**config.mk**
```make
export PLATFORM = sky130hd
export DESIGN_NAME = fetch_queue
export DESIGN_NICKNAME = d
export VERILOG_FILES = /design/src/rtl/fetch_queue.sv
export SDC_FILE = /design/constraint.sdc
export NUM_CORES = 1
export LEC_CHECK = 0
export ABC_CLOCK_PERIOD_IN_PS = 8400
export CAP_MARGIN = 20
export CORE_MARGIN = 4
export CORE_UTILIZATION = 51
export DETAILED_ROUTE_END_ITERATION = 16
export GPL_TIMING_DRIVEN = 1
export PLACE_DENSITY = 0.72
export SETUP_SLACK_MARGIN = 0.1
export SYNTH_ARGS = -nofsm -noshare
export SYNTH_HDL_FRONTEND = slang
export SYNTH_SLANG_ARGS = --single-unit
```
**constraint.sdc**
```tcl
create_clock -name clk -period 8.4 [get_ports clk]
set_input_delay 1.68 -clock clk [delete_from_list [all_inputs] [get_ports clk]]
set_output_delay 1.68 -clock clk [all_outputs]
set_load 0.05 [all_outputs]
```
**src/rtl/fetch_queue.sv**
```systemverilog
// Instruction prefetch queue between fetch and decode: in-order {PC, instr} FIFO
// with AdEL tagging on enqueue, a PC stall output and flush on redirect.
module fetch_queue #(
  parameter int          DEPTH    = 4,
  parameter int          ADDR_W   = 2,
  parameter logic [31:0] PC_BASE  = 32'h0000_3000,
  parameter logic [31:0] PC_LIMIT = 32'h0000_6FFC
) (
  input  logic              clk,
  input  logic              reset,
  input  logic              flush,
  input  logic              in_valid,
  input  logic [31:0]       in_pc,
  input  logic [31:0]       in_instr,
  output logic              in_ready,
  output logic              pc_stall,
  output logic              out_valid,
  input  logic              out_ready,
  output logic [31:0]       out_pc,
  output logic [31:0]       out_instr,
  output logic              out_adel,
  output logic [ADDR_W:0]   count
);

  localparam logic [ADDR_W:0]   FULL_CNT = (ADDR_W+1)'(DEPTH);
  localparam logic [ADDR_W-1:0] PTR_ONE  = ADDR_W'(1);

  logic [31:0]       pc_mem    [DEPTH];
  logic [31:0]       instr_mem [DEPTH];
  logic              adel_mem  [DEPTH];
  logic [ADDR_W-1:0] head;
  logic [ADDR_W-1:0] tail;
  logic              enq;
  logic              deq;
  logic              in_adel;

  function automatic logic fetch_adel(input logic [31:0] pc);
    return (pc[1:0] != 2'b00) || (pc < PC_BASE) || (pc > PC_LIMIT);
  endfunction

  // Ready/valid derive from registered occupancy only, so out_ready never reaches in_ready.
  assign in_ready  = (count != FULL_CNT);
  assign pc_stall  = ~in_ready;
  assign out_valid = (count != '0);

  assign enq     = in_valid & in_ready & ~flush & ~reset;
  assign deq     = out_valid & out_ready & ~flush & ~reset;
  assign in_adel = fetch_adel(in_pc);

  always_ff @(posedge clk) begin
    if (reset || flush) begin
      head  <= '0;
      tail  <= '0;
      count <= '0;
    end else begin
      if (enq) tail <= tail + PTR_ONE;
      if (deq) head <= head + PTR_ONE;
      case ({enq, deq})
        2'b10:   count <= count + 1'b1;
        2'b01:   count <= count - 1'b1;
        default: count <= count;
      endcase
    end
  end

  // Storage is not reset; its contents only matter once count covers them.
  always_ff @(posedge clk) begin
    if (enq) begin
      pc_mem[tail]    <= in_pc;
      instr_mem[tail] <= in_adel ? 32'h0 : in_instr;
      adel_mem[tail]  <= in_adel;
    end
  end

  always_comb begin
    out_pc    = 32'h0;
    out_instr = 32'h0;
    out_adel  = 1'b0;
    if (out_valid) begin
      out_pc    = pc_mem[head];
      out_instr = instr_mem[head];
      out_adel  = adel_mem[head];
    end
  end

endmodule
```
==> After elaboration in Yosys (flattened, before gate mapping) <==
Memories as Yosys holds them, arrays and structs flattened. A register that Yosys moved wholly into a read port is not among the register bits.
Index checks and enable logic that the tools add are counted.
{ "word_totals": {"memories": 3, "romBits": 0, "elab_cells": 43, "regBits": 7, "mem_bits_rw": 260, "latchBits": 0} }
{ "classes": {"muxes": 13, "order_cmp": 2, "n_bitwise": 9, "shift": 0, "n_div": 0, "n_reduce_logical": 6, "addsub": 4, "n_eq_ne": 3, "multipliers": 0} }
{ "memory_table": {"columns": ["memory", "depth", "word_bits", "read_ports", "rd_ports_with_merged_regs", "write_ports", "line_no", "rtl"], "rows": [
  ["instr_mem", 4, 32, 1, 1, 1, "29", "logic [31:0] instr_mem [DEPTH];"],
  ["pc_mem", 4, 32, 1, 1, 1, "28", "logic [31:0] pc_mem [DEPTH];"],
  ["adel_mem", 4, 1, 1, 1, 1, "30", "logic adel_mem [DEPTH];"]
]} }
{ "ops": {"columns": ["op", "n"], "rows": [
  ["$mux W32", 3],
  ["$gt A32 B15 Y1 const B", 1],
  ["$lt A32 B14 Y1 const B", 1],
  ["$mux W2", 6],
  ["$and A1 B1 Y1", 6],
  ["$pmux W3 S2", 1],
  ["$add A2 B1 Y2 const B", 2],
  ["$reduce_bool A2 Y1", 2],
  ["$add A3 B1 Y3 const B", 1],
  ["$logic_or A1 B1 Y1", 3],
  ["$mux W1", 3],
  ["$ne A3 B3 Y1 const B", 1],
  ["$not A1 Y1", 3],
  ["$reduce_bool A3 Y1", 1],
  ["$sub A3 B1 Y3 const B", 1],
  ["$eq A2 B1 Y1 const B", 1],
  ["$eq A2 B2 Y1 const B", 1]
]} }

==> Depth between registers and ports, before layout <==
{ "depth": {"ltp_word": 6, "mapped_depth": 10, "depth_no_buf": 9} }

==> Least setup slack after synthesis <==
Ideal clock, no wire load.
{ "synth_timing": {"path_kind": "input-to-reg", "startpoint": "input port flush", "endpoint": "memory adel_mem[0], enable pin", "cell_stages": 2, "required_ns": 7.970, "setup_ns": 0.430, "setup_slack_ns": 4.465, "t_arrival_ns": 3.505, "n_path_buf": 0, "path_cell_list": "nor2_1 and3_1"} }
{ "synth_between": {"elab_chain_cells": 5} }
{ "synth_lines": {"columns": ["item", "line_no", "rtl"], "rows": [
  ["from (decl)", "11", "input logic flush,"],
  ["$not A1 Y1", "46", "assign enq = in_valid & in_ready & ~flush & ~reset;"],
  ["$and A1 B1 Y1 (2 in a row)", "46", null],
  ["$mux W1", "68", "if (enq) begin"],
  ["$mux W1 (not written as such)", "71", "adel_mem[tail] <= in_adel;"],
  ["to (decl)", "30", null]
]} }
Every way passes these cells.

==> impl_metrics.tcl <==
set metrics [dict create \
    ys_async_sr_fraction 0 \
    die_h_um 152.7 \
    final.period_utilization 0.6200 \
    syn2layout_area_growth_pct 23.16 \
    rrSetupSlack_ns 5.90 \
    clock_sinks 269 \
    tns_ns 0 \
    core_um2 20430 \
    hold_buffers 0 \
    antenna_cells 0 \
    syn_nets 621 \
    rsz0062_at_grt "false" \
    cts_root_buf "clkbuf_16" \
    start_util 0.5225 \
    final_hold_viol_count 0 \
    place_ws_ns 3.643 \
    synth_top_area_share 0.7315 \
    synth-seq-area-share 0.7483 \
    cts_buffer_depth 3 \
    die_area_um2 23310 \
    cts_tree "done" \
    period_minus_slack_ns 5.208 \
    slew_viol_final 0 \
    fillers 1428 \
    clkTransAtPathRegs_ns 0.06 \
    grt.overflow.total 0 \
    place_congestion 0.7166 \
    p_leak_nw 4.253 \
    ant_nets 0 \
    ys_seq_elements 269 \
    power_density_nw_per_um2 202.7 \
    postCtsSetupBuffers 0 \
    max-slew-margin-rel 0.2960 \
    synthTopCellsByArea "edfxtp_1, mux4_2, and2_1" \
    cts_made_buffers 28 \
    synth_commonest_cells "edfxtp_1, and2_1, mux4_2, inv_1, nor3_1" \
    hp-class "reg2reg" \
    vias 5415 \
    routed_wl_um 20700 \
    worstSkewPairLatency_ns 0.52 \
    end_kind "primary output" \
    vias_per_cell 5.509 \
    dpl_cell_area_um2 12310 \
    start_kind "register" \
    fin_area_um2 13150 \
    hpwl_um 11740 \
    synth_cell_types 32 \
    synth_ff_type "edfxtp_1" \
    yosys_warnings 0 \
    routedWlPerCell_um 21.06 \
    ir_drop_v 0.0001756 \
    worstPathRequired_ns 6.72 \
    clock_skew_ns 0.008973 \
    r2r-end "count[2]$_SDFFE_PP0P_" \
    netlist_area_um2 10670 \
    grt_max_degree 66 \
    status "completed" \
    layout-drive-gt1-share 0.1655 \
    max_freq_ghz 0.1920 \
    worst_pin_slew_ns 1.056 \
    critical_path_class "reg2out" \
    synth_top_area_cell "edfxtp_1" \
    grt.total_usage 0.1782 \
    antenna_found_initial 0 \
    setup_violations 0 \
    drt_iter0_markers 268 \
    totalPowerFinal_mw 2.664 \
    final_core_util 0.6435 \
    drc_errors 0 \
    htreeDepth 1 \
    numPortBuffers 139 \
    synthCells 546 \
    fin_ws_ns 3.192 \
    grt_pass1_wl_um 32920 \
    row_count 52 \
    hold_path_startpoint "head[1]$_SDFFE_PP0P_" \
    cp_max_fo 34 \
    syn_area_per_cell_um2 19.55 \
    synth_most_common_cell "edfxtp_1" \
    grt_pass1_vias 5879 \
    rr_startpoint "count[2]$_SDFFE_PP0P_" \
    dr.pass1.iters 5 \
    synth_edf_count 260 \
    die_x_um 152.7 \
    r2r_cells 9 \
    max_cap_violations 0 \
    cp_data_arrival_time_ns 3.53 \
    nets 766 \
    min_path_cells 2 \
    ios 140 \
    cts_resized 0 \
]
cells by family after synthesis:
kind of cell    count (synthesis)  share of synthesized area
mux                            65                     0.1371
flops                         269                     0.7483
buf+inv                        67                    0.02907
fa+ha+maj                       6                   0.007737
simple gates                  125                    0.06775
xor+xnor                        4                   0.003282
compound gates                 10                   0.006682
worst max-delay path, stage by stage (launching register included):
cell and delay, ns:
dfxtp_4 0.77, buf_4 0.70, mux4_2 0.60, and2_1 0.19, clkdlybuf4s50_1 0.70
layout make-up:
cell class / instances / area [um2] / area share
Sequential cell: 269 / 7995 / 0.6082
Multi-Input combinational cell: 210 / 2397 / 0.1824
Timing Repair Buffer: 144 / 1441 / 0.1096
Clock buffer: 35 / 748.2 / 0.05691
Tap cell: 270 / 337.8 / 0.02570
Inverter: 38 / 142.6 / 0.01085
Clock inverter: 17 / 83.83 / 0.006377
layout by cell type, fill, tap and decap left out, types with 2 or more instances in the layout:
cell / Yosys / routed
edfxtp_1: 260 / 260
clkdlybuf4s50_1: 0 / 139
mux4_2: 65 / 65
and2_1: 65 / 65
inv_1: 38 / 38
nor3_1: 33 / 33
clkbuf_16: 0 / 29
clkinv_1: 0 / 9
nor2_1: 8 / 8
dfxtp_1: 9 / 7
clkbuf_1: 12 / 6
ha_1: 5 / 5
nor4_1: 4 / 4
and3_4: 0 / 4
xor2_1: 4 / 4
clkinv_2: 0 / 4
clkinvlp_4: 0 / 4
buf_4: 0 / 4
a21oi_1: 3 / 3
or2_2: 2 / 2
nand3_1: 2 / 2
dfxtp_4: 0 / 2
through the flow:
step	hold slack, ns	cells
6_report	0.5372	983
5_1_grt	0.5852	983
4_1_cts	0.5459	983
3_5_place_dp	0.5387	931
3_3_place_gp	0.5073	929
2_1_floorplan	0.4847	546
worst max path at each step:
stage,startpoint,endpoint,slack (ns),depth (start not counted)
finish,register,out_instr[10],3.19,4
global route,register,out_pc[31],2.88,4
global placement,register,out_instr[12],3.62,4
floorplan,flush,adel_mem[0]$_DFFE_PP_,4.47,2
CTS,register,out_instr[12],3.06,4
detailed placement,register,out_instr[12],3.64,4
report_power, final:
part,total (mW),switching (mW),internal (mW)
Clock,1.10,0.473,0.628
Sequential,1.47,0.00275,1.47
Combinational,0.0905,0.0455,0.0450
sequential cells by signal, indices dropped and copies added (netlist names), named ones only:
signal	cells
tail	2
instr_mem	128
count	3
head	2
adel_mem	4
pc_mem	128
routing by layer:
metal	routed length [um]	global-route usage	vias up
met5	0	0	-
met4	357	0.03734	0
met3	1321	0.03948	31
met2	10130	0.2925	172
met1	8887	0.2505	2786
li1	-	-	2426
No activity file was read; power rests on OpenSTA's default activity.
